`src/rtl/counter_access_arbiter_pkg.sv`:
```
// Shared types for the counter access arbiter: FSM states and op encoding.
package ctr_arb_pkg;

  typedef enum logic [1:0] {
    IDLE = 2'd0,
    EXEC = 2'd1,
    DONE = 2'd2
  } state_t;

  // Per-requester op select: count burst or direct load.
  localparam logic OP_COUNT = 1'b0;
  localparam logic OP_LOAD  = 1'b1;

endpackage : ctr_arb_pkg

```
`src/rtl/counter_access_arbiter_if.sv`:
```
// Requester-side bus of the counter access arbiter: request/op fields in,
// grant/completion/result out.
interface counter_access_arbiter_if #(
  parameter int NUM_REQ = 4,
  parameter int WIDTH   = 8,
  parameter int LEN_W   = 4,
  parameter int OWN_W   = $clog2(NUM_REQ)
);
  logic [NUM_REQ-1:0]       req;
  logic [NUM_REQ-1:0]       op_load;
  logic [NUM_REQ*WIDTH-1:0] op_data;
  logic [NUM_REQ*LEN_W-1:0] op_len;
  logic [NUM_REQ-1:0]       gnt;
  logic [NUM_REQ-1:0]       done;
  logic [WIDTH-1:0]         result;
  logic                     busy;
  logic [OWN_W-1:0]         owner;

  // Requesters drive requests and ops, observe grant and completion.
  modport master (
    output req, op_load, op_data, op_len,
    input  gnt, done, result, busy, owner
  );

  // The arbiter consumes requests and reports grant/completion.
  modport slave (
    input  req, op_load, op_data, op_len,
    output gnt, done, result, busy, owner
  );
endinterface : counter_access_arbiter_if

```
`src/rtl/counter_access_arbiter_rr_picker.sv`:
```
// Combinational round-robin selector: first set request at or after ptr,
// wrapping modulo NUM_REQ.
module rr_picker #(
  parameter int NUM_REQ = 4,
  parameter int IDX_W   = 2
) (
  input  logic [NUM_REQ-1:0] req,
  input  logic [IDX_W-1:0]   ptr,
  output logic               valid,
  output logic [IDX_W-1:0]   idx
);

  logic [IDX_W-1:0] cand;

  // Scan from the farthest candidate back to ptr so the nearest hit wins.
  always_comb begin
    // NOTE: every combinational output gets a default first so no path
    // leaves it unassigned, which would otherwise infer a latch.
    valid = 1'b0;
    idx   = ptr;
    cand  = '0;
    for (int k = NUM_REQ - 1; k >= 0; k--) begin
      cand = IDX_W'((int'(ptr) + k) % NUM_REQ);
      if (req[cand]) begin
        valid = 1'b1;
        idx   = cand;
      end
    end
  end

endmodule : rr_picker

```
`src/rtl/counter_access_arbiter.sv`:
```
// Round-robin arbiter sharing one smartcounter between NUM_REQ requesters.
// A granted requester gets one load or a burst of LEN increments, then a done
// pulse carrying the settled counter value.
module counter_access_arbiter
  import ctr_arb_pkg::*;
#(
  parameter int NUM_REQ = 4,
  parameter int WIDTH   = 8,
  parameter int LEN_W   = 4
) (
  input  logic                 clk,
  input  logic                 reset,
  counter_access_arbiter_if.slave bus,
  output logic                 cnt_enable,
  output logic                 cnt_load,
  output logic [WIDTH-1:0]     cnt_data_in,
  input  logic [WIDTH-1:0]     cnt_count
);

  localparam int OWN_W = $clog2(NUM_REQ);

  state_t             state;
  logic [OWN_W-1:0]   ptr;
  logic [OWN_W-1:0]   owner_q;
  logic               op_load_q;
  logic [WIDTH-1:0]   data_q;
  logic [LEN_W-1:0]   rem_q;
  logic [NUM_REQ-1:0] gnt_q;
  logic [NUM_REQ-1:0] done_q;
  logic [WIDTH-1:0]   result_q;
  logic               busy_q;

  logic               pick_valid;
  logic [OWN_W-1:0]   pick_idx;
  logic               sel_load;
  logic [WIDTH-1:0]   sel_data;
  logic [LEN_W-1:0]   sel_len;
  logic [NUM_REQ-1:0] sel_onehot;
  logic [NUM_REQ-1:0] owner_onehot;
  logic [OWN_W-1:0]   ptr_next;

  rr_picker #(
    .NUM_REQ (NUM_REQ),
    .IDX_W   (OWN_W)
  ) u_picker (
    .req   (bus.req),
    .ptr   (ptr),
    .valid (pick_valid),
    .idx   (pick_idx)
  );

  // Route the picked requester's op fields and build one-hot vectors.
  always_comb begin
    sel_load     = OP_COUNT;
    sel_data     = '0;
    sel_len      = '0;
    sel_onehot   = '0;
    owner_onehot = '0;
    for (int i = 0; i < NUM_REQ; i++) begin
      if (pick_idx == OWN_W'(i)) begin
        sel_load      = bus.op_load[i];
        sel_data      = bus.op_data[i*WIDTH +: WIDTH];
        sel_len       = bus.op_len[i*LEN_W +: LEN_W];
        sel_onehot[i] = 1'b1;
      end
      if (owner_q == OWN_W'(i)) owner_onehot[i] = 1'b1;
    end
  end

  // Pointer moves just past the owner, wrapping at NUM_REQ.
  assign ptr_next = (owner_q == OWN_W'(NUM_REQ - 1)) ? '0 : owner_q + 1'b1;

  // Arbitration FSM: IDLE picks and latches, EXEC drives the counter,
  // DONE reports the result and advances the round-robin pointer.
  always_ff @(posedge clk or negedge reset) begin
    if (!reset) begin
      state     <= IDLE;
      ptr       <= '0;
      owner_q   <= '0;
      op_load_q <= OP_COUNT;
      data_q    <= '0;
      rem_q     <= '0;
      gnt_q     <= '0;
      done_q    <= '0;
      result_q  <= '0;
      busy_q    <= 1'b0;
    end else begin
      // NOTE: state registers use non-blocking assignments so every
      // register samples pre-edge values regardless of statement order.
      gnt_q  <= '0;
      done_q <= '0;
      case (state)
        IDLE: begin
          if (pick_valid) begin
            owner_q   <= pick_idx;
            op_load_q <= sel_load;
            data_q    <= sel_data;
            rem_q     <= sel_len;
            gnt_q     <= sel_onehot;
            busy_q    <= 1'b1;
            state     <= EXEC;
          end
        end
        EXEC: begin
          // A load, a zero-length burst, or the final increment ends EXEC.
          if (op_load_q == OP_LOAD || rem_q <= LEN_W'(1)) begin
            rem_q  <= '0;
            done_q <= owner_onehot;
            state  <= DONE;
          end else begin
            rem_q <= rem_q - 1'b1;
          end
        end
        DONE: begin
          result_q <= cnt_count;
          ptr      <= ptr_next;
          busy_q   <= 1'b0;
          state    <= IDLE;
        end
        default: state <= IDLE;
      endcase
    end
  end

  // Counter controls follow the latched op and are quiet outside EXEC.
  assign cnt_load    = (state == EXEC) && (op_load_q == OP_LOAD);
  assign cnt_enable  = (state == EXEC) && (op_load_q == OP_COUNT) && (rem_q != '0);
  assign cnt_data_in = cnt_load ? data_q : '0;

  // During DONE the counter has already settled, so pass it straight through
  // to make result valid alongside done; afterwards hold the captured copy.
  assign bus.result = (state == DONE) ? cnt_count : result_q;
  assign bus.gnt    = gnt_q;
  assign bus.done   = done_q;
  assign bus.busy   = busy_q;
  assign bus.owner  = owner_q;

endmodule : counter_access_arbiter

```
`src/flat_wrapper.sv`:
```
// flat-port wrapper written by rule: the top's interface ports become plain ports
module counter_access_arbiter_flat import ctr_arb_pkg::*;
#(
  parameter int NUM_REQ = 4,
  parameter int WIDTH   = 8,
  parameter int LEN_W   = 4
)
  (clk, reset, cnt_enable, cnt_load, cnt_data_in, cnt_count, bus_req, bus_op_load, bus_op_data, bus_op_len, bus_gnt, bus_done, bus_result, bus_busy, bus_owner);
  counter_access_arbiter_if #(.NUM_REQ(NUM_REQ), .WIDTH(WIDTH), .LEN_W(LEN_W), .OWN_W(($clog2(NUM_REQ)))) bus_i ();
  input  logic clk;
  input  logic reset;
  output logic cnt_enable;
  output logic cnt_load;
  output logic [WIDTH-1:0] cnt_data_in;
  input  logic [WIDTH-1:0] cnt_count;
  input wire logic [$bits(bus_i.req)-1:0] bus_req;
  input wire logic [$bits(bus_i.op_load)-1:0] bus_op_load;
  input wire logic [$bits(bus_i.op_data)-1:0] bus_op_data;
  input wire logic [$bits(bus_i.op_len)-1:0] bus_op_len;
  output wire logic [$bits(bus_i.gnt)-1:0] bus_gnt;
  output wire logic [$bits(bus_i.done)-1:0] bus_done;
  output wire logic [$bits(bus_i.result)-1:0] bus_result;
  output wire logic [$bits(bus_i.busy)-1:0] bus_busy;
  output wire logic [$bits(bus_i.owner)-1:0] bus_owner;
  assign bus_i.req = bus_req;
  assign bus_i.op_load = bus_op_load;
  assign bus_i.op_data = bus_op_data;
  assign bus_i.op_len = bus_op_len;
  assign bus_gnt = bus_i.gnt;
  assign bus_done = bus_i.done;
  assign bus_result = bus_i.result;
  assign bus_busy = bus_i.busy;
  assign bus_owner = bus_i.owner;
  counter_access_arbiter #(.NUM_REQ(NUM_REQ), .WIDTH(WIDTH), .LEN_W(LEN_W)) u_core (.clk(clk), .reset(reset), .bus(bus_i), .cnt_enable(cnt_enable), .cnt_load(cnt_load), .cnt_data_in(cnt_data_in), .cnt_count(cnt_count));
endmodule
```
`config.mk`:
```
export PLATFORM = sky130hd
export DESIGN_NAME = counter_access_arbiter_flat
export DESIGN_NICKNAME = d
export VERILOG_FILES = /design/src/rtl/counter_access_arbiter_pkg.sv /design/src/rtl/counter_access_arbiter_if.sv /design/src/rtl/counter_access_arbiter_rr_picker.sv /design/src/rtl/counter_access_arbiter.sv /design/src/flat_wrapper.sv
export SDC_FILE = /design/constraint.sdc
export NUM_CORES = 1
export LEC_CHECK = 0
export CELL_PAD_IN_SITES_DETAIL_PLACEMENT = 1
export CELL_PAD_IN_SITES_GLOBAL_PLACEMENT = 1
export CORE_MARGIN = 5
export CORE_UTILIZATION = 31
export CTS_BUF_LIST = sky130_fd_sc_hd__clkbuf_4
export CTS_CLUSTER_DIAMETER = 80
export DETAILED_ROUTE_END_ITERATION = 12
export PLACE_DENSITY_LB_ADDON = 0.1
export SETUP_SLACK_MARGIN = 0.5
export SKIP_LAST_GASP = 1
export SLEW_MARGIN = 20
export SYNTH_ARGS = -nofsm -noshare
export SYNTH_HDL_FRONTEND = slang
export SYNTH_SLANG_ARGS = --single-unit
```
`constraint.sdc`:
```
create_clock -name clk -period 2.3 [get_ports clk]
set_input_delay 0.46 -clock clk [delete_from_list [all_inputs] [get_ports clk]]
set_output_delay 0.46 -clock clk [all_outputs]
set_load 0.05 [all_outputs]
```
==> results of run 1 <==
==> repair_timing <==
item | 4_1_cts | 5_1_grt
setup endpoints to repair | 48 | 35
cloned | 2 | 0
setup buffers | 18 | 11
gates resized for setup | 60 | 47
pin swaps | 17 | 19
==> state kept, by name (all words and copies together) (netlist names) <==
name / flops
u_core.bus.done: 4
u_core.state: 2
u_core.bus.busy: 1
u_core.op_load_q: 1
u_core.data_q: 8
u_core.ptr: 2
u_core.rem_q: 4
u_core.bus.owner: 2
u_core.result_q: 8
u_core.bus.gnt: 4
==> power groups by stage <==
stage / logic, mW / registers [mW] / clock network, mW
3_3_place_gp: 3.22 / 1.11 / 0
2_1_floorplan: 1.81 / 1.23 / 0
6_report: 4.03 / 1.11 / 0.446
3_5_place_dp: 3.29 / 1.13 / 0
4_1_cts: 3.63 / 1.10 / 0.456
5_1_grt: 4.27 / 1.15 / 0.488
==> cell families (layout without fill, tap and decap cells) <==
family,after synthesis,count (layout),synth area share [%]
flip-flops,36,36,41.8
buffers and inverters,25,160,7.55
AO/OA/AOI/OAI,68,68,23.3
AND/OR/NAND/NOR,89,90,20.3
multiplexers,5,5,2.96
adder cells (fa/ha/maj),7,7,4.06
==> cell type report <==
class / count / area (µm²) / area share [%]
Sequential cell: 36 / 906 / 22.1
Inverter: 9 / 36.3 / 0.886
Tap cell: 96 / 120 / 2.93
Clock inverter: 3 / 37.5 / 0.917
Multi-Input combinational cell: 170 / 1410 / 34.3
Timing Repair Buffer: 143 / 1550 / 37.9
Clock buffer: 5 / 37.5 / 0.917
==> synthesized netlist by cell type, drive strengths merged, types with 6 or more instances <==
cell type	number	area, µm²
nand2	38	143
dfrtp	36	901
nor2	15	56.3
o21ai	14	70.1
and2	13	81.3
buf	11	110
inv	9	33.8
o221ai	9	78.8
a211oi	8	65.1
a21boi	8	60.1
ha	7	87.6
nor2b	6	45.0
nor3	6	30.0
==> worst max-delay path by stage <==
| stage | cells past startpoint | endpoint | startpoint |
|---|---|---|---|
| floorplan | 8 | u_core.data_q[3] | bus_req[0] |
| global placement | 7 | u_core.rem_q[0] | bus_req[0] |
| detailed placement | 7 | u_core.data_q[1] | bus_req[0] |
| CTS | 5 | cnt_data_in[0] | u_core.state[0] |
| global route | 6 | bus_result[2] | u_core.state[0] |
| finish | 5 | cnt_data_in[0] | u_core.state[1] |
==> layer usage <==
metal	global-route usage (%)	vias up	wire length (µm)
met2	31.9	68	4370
met4	5.49	0	120
li1	-	1084	-
met5	0	-	0
met1	22.2	1101	3480
met3	4.83	11	497
==> critical path, delay by kind of cell (launching register included) <==
family                 cells  cell delay [ps]
buffers and inverters      3              420
DFF                        1              460
and+or+nand+nor            2              330
==> out/qor.yml, run 1 <==
placed_design:
  dp_cells: 423
  post-place-ws_ps: -189
  portBuffers: 94
  postPlaceCellArea_um2: 3500
  globalplace.congestion: 0.815
  dp_hpwl_um: 5900
timing:
  hold_viol_final: 0
  min_period_ps: 2020
  maxSlewViolCount: 0
  max_freq_ghz: 0.496
  fin_skew_ps: 6.76
  timing.final.ws_setup_ps: 284
  maxSlewHeadroom_pct: 43.5
  timing.hold.ws_ps: 208
  finalSetupViolations: 0
  setup_tns_ps: 0
  tightest_slew_ps: 848
  finalCritPeriodShare_pct: 87.7
  rsz0062_at_grt: "yes"
critical_path:
  worstPathArrival_ps: 1560
  worstPathRequired_ps: 1840
  r2r_start: "u_core.ptr[1]"
  r2r_setup_slack_ps: 390
  cpMostUsedCell: "buf_12"
  reg2reg_to: "u_core.data_q[4]"
  worstPathMaxFanout: 7
  end_kind: "output port"
  worstSetupStartpointType: "register"
  max_stage_delay_ps: 460
  rr_worst_depth: 6
  cp_slowest_cell: "dfrtp_2"
  path_cells: "buf_6 > nor3_4 > buf_12 > and2_4 > buf_12"
  critPathKind: "reg2out"
power:
  p_total_mw: 5.59
  powerDensity_nw_per_um2: 1360
  swShare_pct: 45.9
  power_switching_mw: 2.56
  irDropWorstVdd_uv: 507
  p_comb_share_pct: 72.1
  internal_power_mw: 3.02
  p_leak_nw: 1.80
  clockPowerShare_pct: 8.0
  seq_power_share_pct: 19.9
yosys:
  synth_cells: 230
  ys.flop_type: "dfrtp_1"
  synthesis.area_um2: 2150
  synth_nets: 303
  synth_edf_count: 0
  ys_async_sr_fraction_pct: 100
  yosys_warnings: 0
  ys_types: 47
  synth_seq_cells: 36
  avgSynthCellArea_um2: 9.37
  ys_seq_area_share_pct: 41.8
routing:
  drc: 0
  ant_nets: 0
  vias_per_cell: 4.90
  wirelength_um: 8470
  drt_first_iter_violations: 66
  wl_per_cell_um: 18.3
  drtPass1Iterations: 4
  vias: 2264
grt:
  antenna_found_initial: 0
  grt_pass1_wl_um: 12300
  grt_pass1_vias: 2435
  grt_overflow: 0
  grt_max_degree: 37
  grt_use_total_pct: 18.4
die:
  start_util_pct: 31.7
  die_w_um: 93.4
  io_pins: 95
  rows: 30
  die_h_um: 93.4
  core_um2: 6790
  fp.dieArea_um2: 8720
flow_run:
  max_cap_viol_count: 0
cts:
  clock_latency_ps: 350
  clkTransAtPathRegs_ps: 120
  cts_tree: "yes"
  postCtsHoldBufs: 0
  cts_root_buffer: "clkbuf_4"
  h-tree-depth: 2
  cts_buffer_depth: 2
  numCtsBuffers: 5
  cts_sinks: 36
final_layout:
  fillers: 724
  final_common_cell: "clkdlybuf4s50_1"
  final_cell_mix: "60 x clkdlybuf4s50_1, 34 x buf_4, 32 x dfrtp_1"
  final_cells: 462
  drive_above_1_share_pct: 40.2
  design_area_um2: 4100
  diodes: 0
  fin_util_pct: 60.3
  area_growth_pct: 90.1
  nets: 438
worst_hold_path:
  hp-class: "in2async"
status:
  status: "finished, final reports clean"
Note: power is estimated with default switching activity, not from simulation.
==> inputs of run 2 (changes only) <==
--- a/config.mk
+++ b/config.mk
@@ -5,6 +5,7 @@
 export SDC_FILE = /design/constraint.sdc
 export NUM_CORES = 1
 export LEC_CHECK = 0
+export ABC_CLOCK_PERIOD_IN_PS = 2300
 export CELL_PAD_IN_SITES_DETAIL_PLACEMENT = 1
 export CELL_PAD_IN_SITES_GLOBAL_PLACEMENT = 1
 export CORE_MARGIN = 5
==> results of run 2 <==
Same layout as run 1: the final DEF is identical, and so are final timing and power.
